<file path="config.mk">
export PLATFORM = sky130hd
export DESIGN_NAME = program_sequencer
export DESIGN_NICKNAME = d
export VERILOG_FILES = /design/src/rtl/program_sequencer_pkg.sv /design/src/rtl/program_sequencer_return_stack.sv /design/src/rtl/program_sequencer.sv
export SDC_FILE = /design/constraint.sdc
export NUM_CORES = 1
export LEC_CHECK = 0
export CAP_MARGIN = 25
export CORE_UTILIZATION = 45
export CTS_CLUSTER_SIZE = 14
export DETAILED_ROUTE_END_ITERATION = 10
export PLACE_DENSITY = 0.7
export SLEW_MARGIN = 30
export SYNTH_ARGS = -nofsm -noshare
export SYNTH_HDL_FRONTEND = slang
export SYNTH_SLANG_ARGS = --single-unit
</file>
<file path="constraint.sdc">
create_clock -name clk -period 2.6 [get_ports clk]
set_input_delay 0.39 -clock clk [delete_from_list [all_inputs] [get_ports clk]]
set_output_delay 0.39 -clock clk [all_outputs]
set_load 0.1 [all_outputs]
</file>
<file path="src/rtl/program_sequencer_pkg.sv">
// Shared command encoding and sizing helpers for the program sequencer and its return stack.
package program_sequencer_pkg;

    // One action per enabled cycle, listed from lowest to highest priority.
    typedef enum logic [2:0] {
        CMD_INC    = 3'd0,
        CMD_BRANCH = 3'd1,
        CMD_LOAD   = 3'd2,
        CMD_RET    = 3'd3,
        CMD_CALL   = 3'd4
    } cmd_e;

    // Width needed to count 0..entries inclusive.
    function automatic int depth_width(input int entries);
        return $clog2(entries + 1);
    endfunction

    function automatic cmd_e encode_cmd(input logic call, input logic ret,
                                        input logic load, input logic branch);
        if (call)        return CMD_CALL;
        else if (ret)    return CMD_RET;
        else if (load)   return CMD_LOAD;
        else if (branch) return CMD_BRANCH;
        else             return CMD_INC;
    endfunction

endpackage

</file>
<file path="src/rtl/program_sequencer_return_stack.sv">
// LIFO of return addresses; depth counts valid entries, data_out shows the top entry.
module return_stack
    import program_sequencer_pkg::*;
#(
    parameter int ADDR_WIDTH  = 12,
    parameter int STACK_DEPTH = 4
) (
    input  logic                                 clk,
    input  logic                                 reset,
    input  logic                                 push,
    input  logic                                 pop,
    input  logic [ADDR_WIDTH-1:0]                data_in,
    output logic [ADDR_WIDTH-1:0]                data_out,
    output logic [depth_width(STACK_DEPTH)-1:0]  depth
);

    localparam int DW = depth_width(STACK_DEPTH);
    localparam int IW = (STACK_DEPTH > 1) ? $clog2(STACK_DEPTH) : 1;

    logic [ADDR_WIDTH-1:0] mem [2**IW];
    logic [IW-1:0]         wr_idx;
    logic [IW-1:0]         rd_idx;
    logic                  can_push;
    logic                  can_pop;

    assign can_push = push && (depth != DW'(STACK_DEPTH));
    assign can_pop  = pop && !push && (depth != '0);
    assign wr_idx   = IW'(depth);
    assign rd_idx   = IW'(depth - DW'(1));
    assign data_out = mem[rd_idx];

    // NOTE: sequential state uses non-blocking assignments so every register samples pre-edge values.
    always_ff @(posedge clk or negedge reset) begin
        if (!reset) begin
            depth <= '0;
        end else if (can_push) begin
            depth <= depth + DW'(1);
        end else if (can_pop) begin
            depth <= depth - DW'(1);
        end
    end

    // NOTE: the storage array has no reset; depth alone says which entries are meaningful.
    always_ff @(posedge clk) begin
        if (can_push) begin
            mem[wr_idx] <= data_in;
        end
    end

endmodule

</file>
<file path="src/rtl/program_sequencer.sv">
// Program counter with load, relative branch, call/return via a return stack, and sticky stack errors.
module program_sequencer
    import program_sequencer_pkg::*;
#(
    parameter int                     ADDR_WIDTH   = 12,
    parameter int                     STACK_DEPTH  = 4,
    parameter logic [ADDR_WIDTH-1:0]  RESET_VECTOR = '0
) (
    input  logic                                 clk,
    input  logic                                 reset,
    input  logic                                 enable,
    input  logic                                 load,
    input  logic [ADDR_WIDTH-1:0]                pre_load,
    input  logic                                 branch,
    input  logic [ADDR_WIDTH-1:0]                offset,
    input  logic                                 call,
    input  logic                                 ret,
    input  logic                                 clear_err,
    output logic [ADDR_WIDTH-1:0]                value,
    output logic [depth_width(STACK_DEPTH)-1:0]  depth,
    output logic                                 stack_full,
    output logic                                 stack_empty,
    output logic                                 overflow,
    output logic                                 underflow
);

    localparam int DW = depth_width(STACK_DEPTH);

    cmd_e                  cmd;
    logic [ADDR_WIDTH-1:0] value_inc;
    logic [ADDR_WIDTH-1:0] stack_top;
    logic                  push;
    logic                  pop;

    assign cmd         = encode_cmd(call, ret, load, branch);
    assign value_inc   = value + ADDR_WIDTH'(1);
    assign stack_full  = (depth == DW'(STACK_DEPTH));
    assign stack_empty = (depth == '0);
    assign push        = enable && (cmd == CMD_CALL) && !stack_full;
    assign pop         = enable && (cmd == CMD_RET) && !stack_empty;

    return_stack #(
        .ADDR_WIDTH  (ADDR_WIDTH),
        .STACK_DEPTH (STACK_DEPTH)
    ) u_return_stack (
        .clk      (clk),
        .reset    (reset),
        .push     (push),
        .pop      (pop),
        .data_in  (value_inc),
        .data_out (stack_top),
        .depth    (depth)
    );

    // clear_err acts even when disabled; a new error later in the block overrides the clear.
    always_ff @(posedge clk or negedge reset) begin
        if (!reset) begin
            value     <= RESET_VECTOR;
            overflow  <= 1'b0;
            underflow <= 1'b0;
        end else begin
            if (clear_err) begin
                overflow  <= 1'b0;
                underflow <= 1'b0;
            end
            if (enable) begin
                unique case (cmd)
                    CMD_CALL: begin
                        if (stack_full) begin
                            value    <= value_inc;
                            overflow <= 1'b1;
                        end else begin
                            value <= pre_load;
                        end
                    end
                    CMD_RET: begin
                        if (stack_empty) begin
                            value     <= value_inc;
                            underflow <= 1'b1;
                        end else begin
                            value <= stack_top;
                        end
                    end
                    CMD_LOAD:   value <= pre_load;
                    CMD_BRANCH: value <= value + offset;
                    default:    value <= value_inc;
                endcase
            end
        end
    end

endmodule

</file>
==> flow_summary.ini <==
[critical_path]
crit_chain = ha_1 -> fa_1 -> a21o_1 -> a21o_1 -> buf_4 -> a21oi_1 -> o21ai_0 -> a211oi_1 -> nor3_1
reg2reg_depth = 9
cpPeakStageDelay_ns = 0.47
cp.depth = 9
cp-start-kind = flop
cp_top_family = compound AO/OA/AOI/OAI gates
cp_max_fo = 7
end_kind = flop
cp.required_ns = 2.81
cp_slowest_cell = dfrtp_2
critPathKind = flop to flop
cp.arrival_ns = 2.61
cp.buffers_inverters = 1
cpMostUsedCell = a21o_1

[placed_design]
hpwl_um = 6220
place.gp.congestion = 0.813
place_ws_ns = -0.146
port-buffer-count = 50

[finish]
drive_gt1_frac = 0.209
layout_commonest_cell = edfxtp_1
areaGrowthSynthToFinish_pct = 26.6
antenna_cells = 0
fin_nets = 413
layout_common_cells = 48 x edfxtp_1, 38 x buf_4, 31 x clkdlybuf4s50_1
final_util = 0.592

[sta]
setup_ws_ns = 0.204
fin_setup_tns_ns = 0
relSlewSlack = 0.683
grt_setup_unrepaired = no
fin_crit_sh = 0.921
finalClockSkew_ns = 0.00773
whs_ns = 0.392
slew_violations = 0
worst_slew_pin_slew_ns = 0.472
final-hold-violation-count = 0
finalCriticalPeriod_ns = 2.40
setup_viol = 0
fmax_ghz = 0.417

[synthesis]
yosysTopAreaCellShare = 0.399
synth_warnings = 0
synth-compound-area-share = 0.148
muxShareOfSynthArea = 0.0852
synth-simple-area-share = 0.112
avgSynthCellArea_um2 = 12.4
syn-num-nets = 341
synthArstFlopShare = 0.262
synthXorXnorAreaFrac = 0.0412
synth_ff_type = edfxtp_1
yosysTopAreaCell = edfxtp_1
synth_top_family_by_area = compound AO/OA/AOI/OAI gates
ys_seq_area_frac = 0.517
synth-seq-cells = 65
ys_types = 50
synthTopCellsByArea = edfxtp_1 40%, dfrtp_1 12%, mux4_1 7.3%, ha_1 5.9%, xnor2_1 2.7%
synth_enable_flop_cells = 48
synth_cells = 291
synth_fa_ha_area_frac = 0.0644
synthesis.area_mm2 = 0.00361

[job]
drv_cap = 0

[clock_tree]
cts.sinks = 65
clk_pin_slew_ns = 0.08
cts_tree = built
htreeDepth = 3
root_buffer = clkbuf_8
cts_setup_buffers = 0
cts_resized = 0
ctsHoldBuffers = 0
cts_max_path_buffers = 2
cts_buffers = 9
clk_latency_ns = 0.33

[drt]
totalWireLength_um = 8600
num_vias = 2692
ant_nets = 0
viasPerCell = 5.73
dr.pass1.iters = 4
drt_iter0_drc = 145
drc = 0
drt-wirelength-per-cell_um = 18.3

[floorplan]
start_util = 0.467
io_pins = 51
fp.coreArea_mm2 = 0.00773
fp.dieH_um = 91.6
rows = 32
die_w_um = 91.6
dieArea_mm2 = 0.00839

[grt]
grt_pass1_wl_um = 13900
antenna_found_initial = 0
grt.total_usage = 0.220
grt_overflow = 0
grt_pass1_vias = 2690
grt_max_degree = 18

[worst_hold_path]
min_path_type = input port to async pin

[power]
total_power_mw = 5.60
power.leakage_nw = 1.76
max-vdd-ir-drop_mv = 0.407
power_density_mw_per_mm2 = 1220

[run_status]
status = finished clean
-- final cells by class --
type                    instances  area, um^2
fillers                       604        3150
well taps                     102         128
multi-input cells             198        1680
clock buffers                  10         128
clock inverters                 6        67.6
repair buffers                 70         616
inverters                      19        78.8
flip-flops and latches         65        1880
-- cells by family (layout without fill, tap and decap cells) --
group,after synthesis,count (layout)
flip-flops,65,65
adder cells (fa/ha/maj),18,18
AND/OR/NAND/NOR,80,80
AO/OA/AOI/OAI,71,71
XOR/XNOR,17,17
multiplexers,12,12
buffers and inverters,28,105
-- worst paths after layout --
kind / from / to / slack, ns
min reg2reg: u_return_stack.depth[2] / u_return_stack.depth[2] / 0.51
max reg2reg: value[0] / value[8] / 0.20
max in group asynchronous: reset / u_return_stack.depth[1] / 1.97
max: value[0] / value[8] / 0.20
min in group clk: u_return_stack.depth[2] / u_return_stack.depth[2] / 0.51
min: reset / underflow / 0.39
-- cell usage after synthesis, drive strengths merged, types with 6 or more instances --
library cell / n
edfxtp: 48
inv: 19
nor2: 19
dfrtp: 17
ha: 17
nand2: 14
a21oi: 13
mux4: 12
nand3: 11
nor3: 11
xnor2: 11
a221oi: 9
a21o: 7
a221o: 7
o21ai: 7
xor2: 6
-- through the flow --
stage,instances,area [um^2]
after floorplan,291,3680
after global placement,454,4380
after detailed placement,454,4380
after CTS,470,4570
after global routing,470,4570
final,470,4570
-- power by group --
part / switching (mW) / internal [mW] / leakage [nW]
sequential: 0.203 / 1.46 / 0.630
clock: 0.413 / 0.447 / 0.0929
combinational: 2.02 / 1.05 / 1.04
-- flip-flops by register name (all words and copies together), names as in the netlist --
name                  count
underflow                 1
value                    12
u_return_stack.depth      3
u_return_stack.mem       48
overflow                  1
-- metal layers --
layer	routed length, um	up-vias	track usage	part of all wire
li1	-	1289	-	-
met1	3830	1327	0.302	0.45
met2	4290	72	0.360	0.50
met3	418	4	0.0444	0.049
met4	57	0	0.0529	0.0066
met5	0	-	0	0
Note: power is estimated with default switching activity, not from simulation.
